[config.mk]
export PLATFORM = sky130hd
export DESIGN_NAME = flash_word_fetcher
export DESIGN_NICKNAME = d
export VERILOG_FILES = /design/src/rtl/flash_word_fetcher.sv
export SDC_FILE = /design/constraint.sdc
export NUM_CORES = 1
export LEC_CHECK = 0
export CAP_MARGIN = 20
export CORE_MARGIN = 3
export CORE_UTILIZATION = 50
export DETAILED_ROUTE_END_ITERATION = 10
export GPL_TIMING_DRIVEN = 0
export HOLD_SLACK_MARGIN = 0.1
export PLACE_DENSITY_LB_ADDON = 0.3
export SYNTH_ARGS = -nofsm -noshare
export SYNTH_HDL_FRONTEND = slang
export SYNTH_SLANG_ARGS = --single-unit
[constraint.sdc]
create_clock -name clk22K -period 9.35 [get_ports clk22K]
set_input_delay 2.3375 -clock clk22K [delete_from_list [all_inputs] [get_ports clk22K]]
set_output_delay 2.3375 -clock clk22K [all_outputs]
set_load 0.05 [all_outputs]
[src/rtl/flash_word_fetcher.sv]
// Single-word Avalon-MM read responder for the audio playback path.
// One read is in flight at a time, one request can wait behind it, and a read the flash never answers is aborted.
module flash_word_fetcher #(
  parameter int TIMEOUT_CYCLES = 255,
  parameter int ADDR_W         = 23
) (
  input  logic              clk22K,
  input  logic              reset,
  input  logic              read_req,
  input  logic [ADDR_W-1:0] read_addr,
  output logic              flash_mem_read,
  output logic [ADDR_W-1:0] flash_mem_address,
  output logic [3:0]        flash_mem_byteenable,
  output logic [5:0]        flash_mem_burstcount,
  input  logic              flash_mem_waitrequest,
  input  logic              flash_mem_readdatavalid,
  input  logic [31:0]       flash_mem_readdata,
  output logic [31:0]       flash_data,
  output logic              data_valid,
  output logic              busy,
  output logic              overrun,
  output logic              timeout_err
);

  typedef enum logic [1:0] {IDLE, ISSUE, WAIT_DATA, DONE} state_t;

  localparam logic [7:0] TMO_LAST = 8'(TIMEOUT_CYCLES - 1);

  state_t            state;
  logic              pend_valid;
  logic [ADDR_W-1:0] pend_addr;
  logic [7:0]        tmo_cnt;
  logic              tmo_hit;

  assign flash_mem_byteenable = 4'hF;
  assign flash_mem_burstcount = 6'd1;
  assign busy                 = (state != IDLE) | pend_valid;
  // A completion in the last allowed cycle still wins over the abort.
  assign tmo_hit              = (tmo_cnt == TMO_LAST);

  always_ff @(posedge clk22K or posedge reset) begin
    if (reset) begin
      state             <= IDLE;
      flash_mem_read    <= 1'b0;
      flash_mem_address <= '0;
      flash_data        <= 32'h0;
      data_valid        <= 1'b0;
      overrun           <= 1'b0;
      timeout_err       <= 1'b0;
      pend_valid        <= 1'b0;
      pend_addr         <= '0;
      tmo_cnt           <= 8'd0;
    end else begin
      data_valid <= 1'b0;

      case (state)
        IDLE: begin
          if (pend_valid) begin
            flash_mem_address <= pend_addr;
            flash_mem_read    <= 1'b1;
            pend_valid        <= 1'b0;
            tmo_cnt           <= 8'd0;
            state             <= ISSUE;
          end else if (read_req) begin
            flash_mem_address <= read_addr;
            flash_mem_read    <= 1'b1;
            tmo_cnt           <= 8'd0;
            state             <= ISSUE;
          end
        end

        ISSUE: begin
          tmo_cnt <= tmo_cnt + 8'd1;
          if (!flash_mem_waitrequest && flash_mem_readdatavalid) begin
            flash_mem_read <= 1'b0;
            flash_data     <= flash_mem_readdata;
            data_valid     <= 1'b1;
            state          <= DONE;
          end else if (tmo_hit) begin
            flash_mem_read <= 1'b0;
            flash_data     <= 32'h0;
            data_valid     <= 1'b1;
            timeout_err    <= 1'b1;
            state          <= DONE;
          end else if (!flash_mem_waitrequest) begin
            flash_mem_read <= 1'b0;
            state          <= WAIT_DATA;
          end
        end

        WAIT_DATA: begin
          tmo_cnt <= tmo_cnt + 8'd1;
          if (flash_mem_readdatavalid) begin
            flash_data <= flash_mem_readdata;
            data_valid <= 1'b1;
            state      <= DONE;
          end else if (tmo_hit) begin
            flash_data  <= 32'h0;
            data_valid  <= 1'b1;
            timeout_err <= 1'b1;
            state       <= DONE;
          end
        end

        DONE: state <= IDLE;

        default: state <= IDLE;
      endcase

      // A request that IDLE did not take directly lands in the slot; the slot refills even as IDLE consumes it.
      if (read_req && !(state == IDLE && !pend_valid)) begin
        if (pend_valid && state != IDLE) begin
          overrun <= 1'b1;
        end else begin
          pend_valid <= 1'b1;
          pend_addr  <= read_addr;
        end
      end
    end
  end

endmodule

; After elaboration in Yosys (flattened, before gate mapping)
; Index checks and enable logic that the tools add are counted.
[totals]
ff_bits = 93
input_bits = 60
[op_classes]
add_sub_neg = 1
eq_ne = 9
mux = 34
bitwise_logic = 2
reduce_logical = 21
[op_table]
columns = operator, n
row1 = $mux 32, 3
row2 = $pmux 32 s2, 1
row3 = $mux 23, 2
row4 = $mux 8, 2
row5 = $pmux 8 s2, 1
row6 = $mux 1, 14
row7 = $mux 2, 7
row8 = $reduce_bool 2->1, 5
row9 = $reduce_and 3->1, 3
row10 = $add 8x1->8 const B, 1
row11 = $eq 8x8->1 const B, 1
row12 = $pmux 2 s4, 1
row13 = $reduce_and 2->1, 4
row14 = $ne 3x3->1 const B, 2
row15 = $pmux 1 s2, 3
row16 = $eq 2x2->1 const B, 2
row17 = $logic_and 1x1->1, 4
row18 = $ne 2x2->1 const B, 2
row19 = $ne 4x4->1 const B, 1
row20 = $logic_not 1->1, 3
row21 = $eq 2x1->1 const B, 1
row22 = $logic_not 2->1, 1
row23 = $reduce_or 2->1, 1
row24 = $not 1->1, 1
row25 = $or 1x1->1, 1

; Longest topological paths before layout
[depth]
depth_word = 5
depth_mapped = 8
depth_no_buf = 6

; Worst setup path before layout
; No wires, ideal clock.
[synth_path]
kind = register to output
start = register state[1]
end = output busy
arrival_time_ns = 0.909
path_slack_ns = 6.103
stages_incl_launch_ff = 4
path_cell_list = dfrtp_1 -> inv_1 -> ha_1 -> nand2b_4
[synth_via]
elab_chain_cells = 2
[synth_lines]
columns = element, line_no
row1 = start: declaration, 29  ; state_t state;
row2 = start signal: assignment, 43  ; state <= IDLE;
row3 = start signal: assignment, 63  ; state <= ISSUE;
row4 = start signal: assignment, 68  ; state <= ISSUE;
row5 = $reduce_bool 2->1, 37  ; assign busy = (state != IDLE) | pend_valid;
row6 = $or 1x1->1, 37
row7 = end: declaration, 20  ; output logic busy,
; Every way passes these cells.

; Final worst setup path
[layout_path]
start = register state[0]
end = output busy
; The elaborated chain is that of the path after synthesis.

==> metrics.md <==
| Metric | Value |
|---|---|
| Pwr Total | 2296 uW |
| Post-synth top flop | dfrtp_1 |
| Compound-Gate Fraction of Synth Area | 0.1298 |
| Top Layer Used | met4 |
| Clock sink total | 93 |
| Drc violations | 0 |
| Power Density | 401.9 nW/um2 |
| Worst setup path category | flop to primary output |
| Distinct cells, synth | 41 |
| Post-synth EDFFs | 0 |
| FF/Latch Area | 2327 um2 |
| Cells after DPL | 550 |
| Post-detail-place hpwl | 6.478 mm |
| # Post-CTS Setup Buffers | 0 |
| Worst min path class | flop to flop |
| Worst vdd ir | 233.0 uV |
| Nets@finish | 524 |
| RSZ-0062 raised after global routing | no |
| Worst Reg2Reg Path Length in Cells | 6 |
| Skew-Pair Late Insertion Delay | 0.35 ns |
| Max cap viols | 0 |
| CTS max path bufs | 2 |
| Congestion Overflow GR | 0 |
| Critical path fanouts, max | 5 |
| Cell Area, Synth | 4108 um2 |
| Clock transition at path regs | 0.09 ns |
| CTS tree | built |
| Max frequency | 0.2265 GHz |
| I/O Pins | 130 |
| WL/cell | 16.22 um |
| Synth Area in XOR/XNOR | 0.01279 |
| Routability congestion estimate from global placement | 0.7975 |
| GRT Util Overall | 0.2015 |
| CP arrival | 2.08 ns |
| Die H | 96.64 um |
| Antenna cell count | 0 |
| Die width | 96.64 um |
| Post-CTS sizing | 0 |
| Final Hold Violating Endpoints | 0 |
| Routed Wire Length | 9.182 mm |
| #FFs+latches synth | 93 |
| Final worst path period need | 4.415 ns |
| Clk_skew | 0.01368 ns |
| Routed length on met1 | 4.079 mm |
| # setup viols final | 0 |
| Synth warn | 0 |
| Met2 WL | 4.375 mm |
| Layout fillers | 569 |
| Worst setup EP type | primary output |
| Slew @ Worst Pin | 0.5525 ns |
| Simple-gate share of the synthesized area | 0.07828 |
| Vias in the first global route | 3134 |
| Post-Synth Adder-Cell Area | 0.01767 |
| Largest net degree at the start of global routing | 56 |
| Startpoint type of the worst setup path | flop |
| CP Data Required Time | 7.01 ns |
| Sequential-to-total area share from yosys stat | 0.5666 |
| Rows | 32 |
| Initial core utilization | 0.5234 |
| Relative slew slack | 0.6305 |
| Leak | 0.002655 uW |
| Initial antenna violation count | 0 |
| Avg Vias per Cell | 5.194 |
| First-pass iteration count of the detailed router | 4 |
| Post-synth ARST share | 1.000 |
| Final Max Slew Viols | 0 |
| Root buffer cell | clkbuf_8 |
| Setup TNS | 0 ns |
| Die area | 9339 um2 |
| Reg-to-reg slack, setup | 7.54 ns |
| Syn avg cell area | 12.84 um2 |
| Fin crit share | 0.4722 |
| Met3 wire length | 588 um |
| Routed vias | 2940 |
| Share of cells above drive strength 1 | 0.1767 |
| Iteration-0 DRC Markers | 136 |
| P&R area growth vs syn | 39.05% |
| CTS Hold Buffers Added | 0 |
| Largest family of logic cells by synthesized area | multiplexers |
| Hold depth | 1 |
| Multiplexer area fraction after synthesis | 0.1374 |
| H-tree depth | 3 |
| Mapped Cells | 320 |
| First-pass GRT wire length | 15.43 mm |
| Post-route ant nets | 0 |
| Multi-input gate area | 1582 um2 |
| Cell Count, Final, Fillers Out | 566 |
| Core area | 7848 um2 |
| Port bufs | 119 |
| Run status | finished, final reports clean |
| Total CTS buffers | 9 |
==> report_power, final <==
group | switching [uW] | internal [uW] | leakage, uW
clock network | 140 | 159 | 0.000106
registers | 112 | 593 | 0.00114
logic | 773 | 520 | 0.00141
total | 1020 | 1270 | 0.00265
==> path summary, 6_finish.rpt <==
kind | start | endpoint
worst min register to register | overrun | overrun
min in group asynchronous | reset | flash_data[28]
worst max-delay path | state[0] | busy
max in group asynchronous | reset | flash_mem_address[16]
worst max register to register | state[1] | tmo_cnt[2]
worst min-delay path | overrun | overrun
==> cell usage in the layout, fill, tap and decap left out, types with 9 or more instances in the layout <==
master	Yosys	layout
mux2_4	20	20
nand2_1	28	28
clkdlybuf4s50_1	0	119
a22o_1	32	32
o21ai_0	30	30
conb_1	2	10
clkbuf_8	0	10
buf_4	10	10
buf_2	9	9
mux2i_1	23	23
dfrtp_1	93	93
==> critical path, stage by stage (launching register included) <==
cell,delay (ns)
dfrtp_1,0.40
inv_1,0.08
ha_1,0.30
nand2b_4,0.13
clkdlybuf4s50_1,0.83
==> layout make-up <==
| cell class | count | area share |
|---|---|---|
| Buffer | 27 | 0.03417 |
| Clock buffer | 11 | 0.02475 |
| Clock inverter | 5 | 0.01468 |
| Inverter | 9 | 0.006353 |
| Multi-Input combinational cell | 199 | 0.2769 |
| Sequential cell | 93 | 0.4074 |
| Tap cell | 102 | 0.02234 |
| Timing Repair Buffer | 120 | 0.2134 |
==> synthesized netlist by cell type, types with 3 or more instances <==
master / count / area share
nand2_1: 28 / 0.026
xnor2_1: 6 / 0.013
nor2_1: 7 / 0.0064
o21ai_0: 30 / 0.037
buf_6: 6 / 0.016
ha_1: 5 / 0.015
buf_4: 10 / 0.018
buf_2: 9 / 0.011
mux2i_1: 23 / 0.056
mux2_4: 20 / 0.073
inv_1: 8 / 0.0073
a31o_2: 3 / 0.0064
a21oi_1: 5 / 0.0061
a22o_1: 32 / 0.068
dfrtp_1: 93 / 0.57
mux2_2: 3 / 0.0082
==> flip-flops by register name, summed over array words and instances (netlist names) <==
name	flops
flash_data	32
flash_mem_address	23
pend_addr	23
tmo_cnt	8
state	2
data_valid	1
flash_mem_read	1
overrun	1
pend_valid	1
timeout_err	1
==> cell families after synthesis <==
family,after synthesis
buf+inv,36
xor+xnor,6
compound gates,75
fa+ha+maj,6
simple gates,56
other cells,2
flops,93
mux,46
==> routing by layer <==
metal	vias up	global-route usage
li1	1384	-
met1	1441	0.2620
met2	102	0.3206
met3	13	0.05912
met4	0	0.07559
met5	-	0
==> stage by stage <==
| stage | cell area, um2 | setup slack [ns] | hold WS [ns] | util |
|---|---|---|---|---|
| 3_3_place_gp | 5456 | 3.251 | 0.4533 | 0.6953 |
| 5_1_grt | 5712 | 4.828 | 0.4914 | 0.7278 |
| 4_1_cts | 5712 | 4.905 | 0.4785 | 0.7278 |
| 3_5_place_dp | 5487 | 5.303 | 0.4587 | 0.6991 |
| 6_report | 5712 | 4.935 | 0.4771 | 0.7278 |
| 2_1_floorplan | 4138 | 4.592 | 0.4791 | - |
Power figures use the tool's default switching activity.
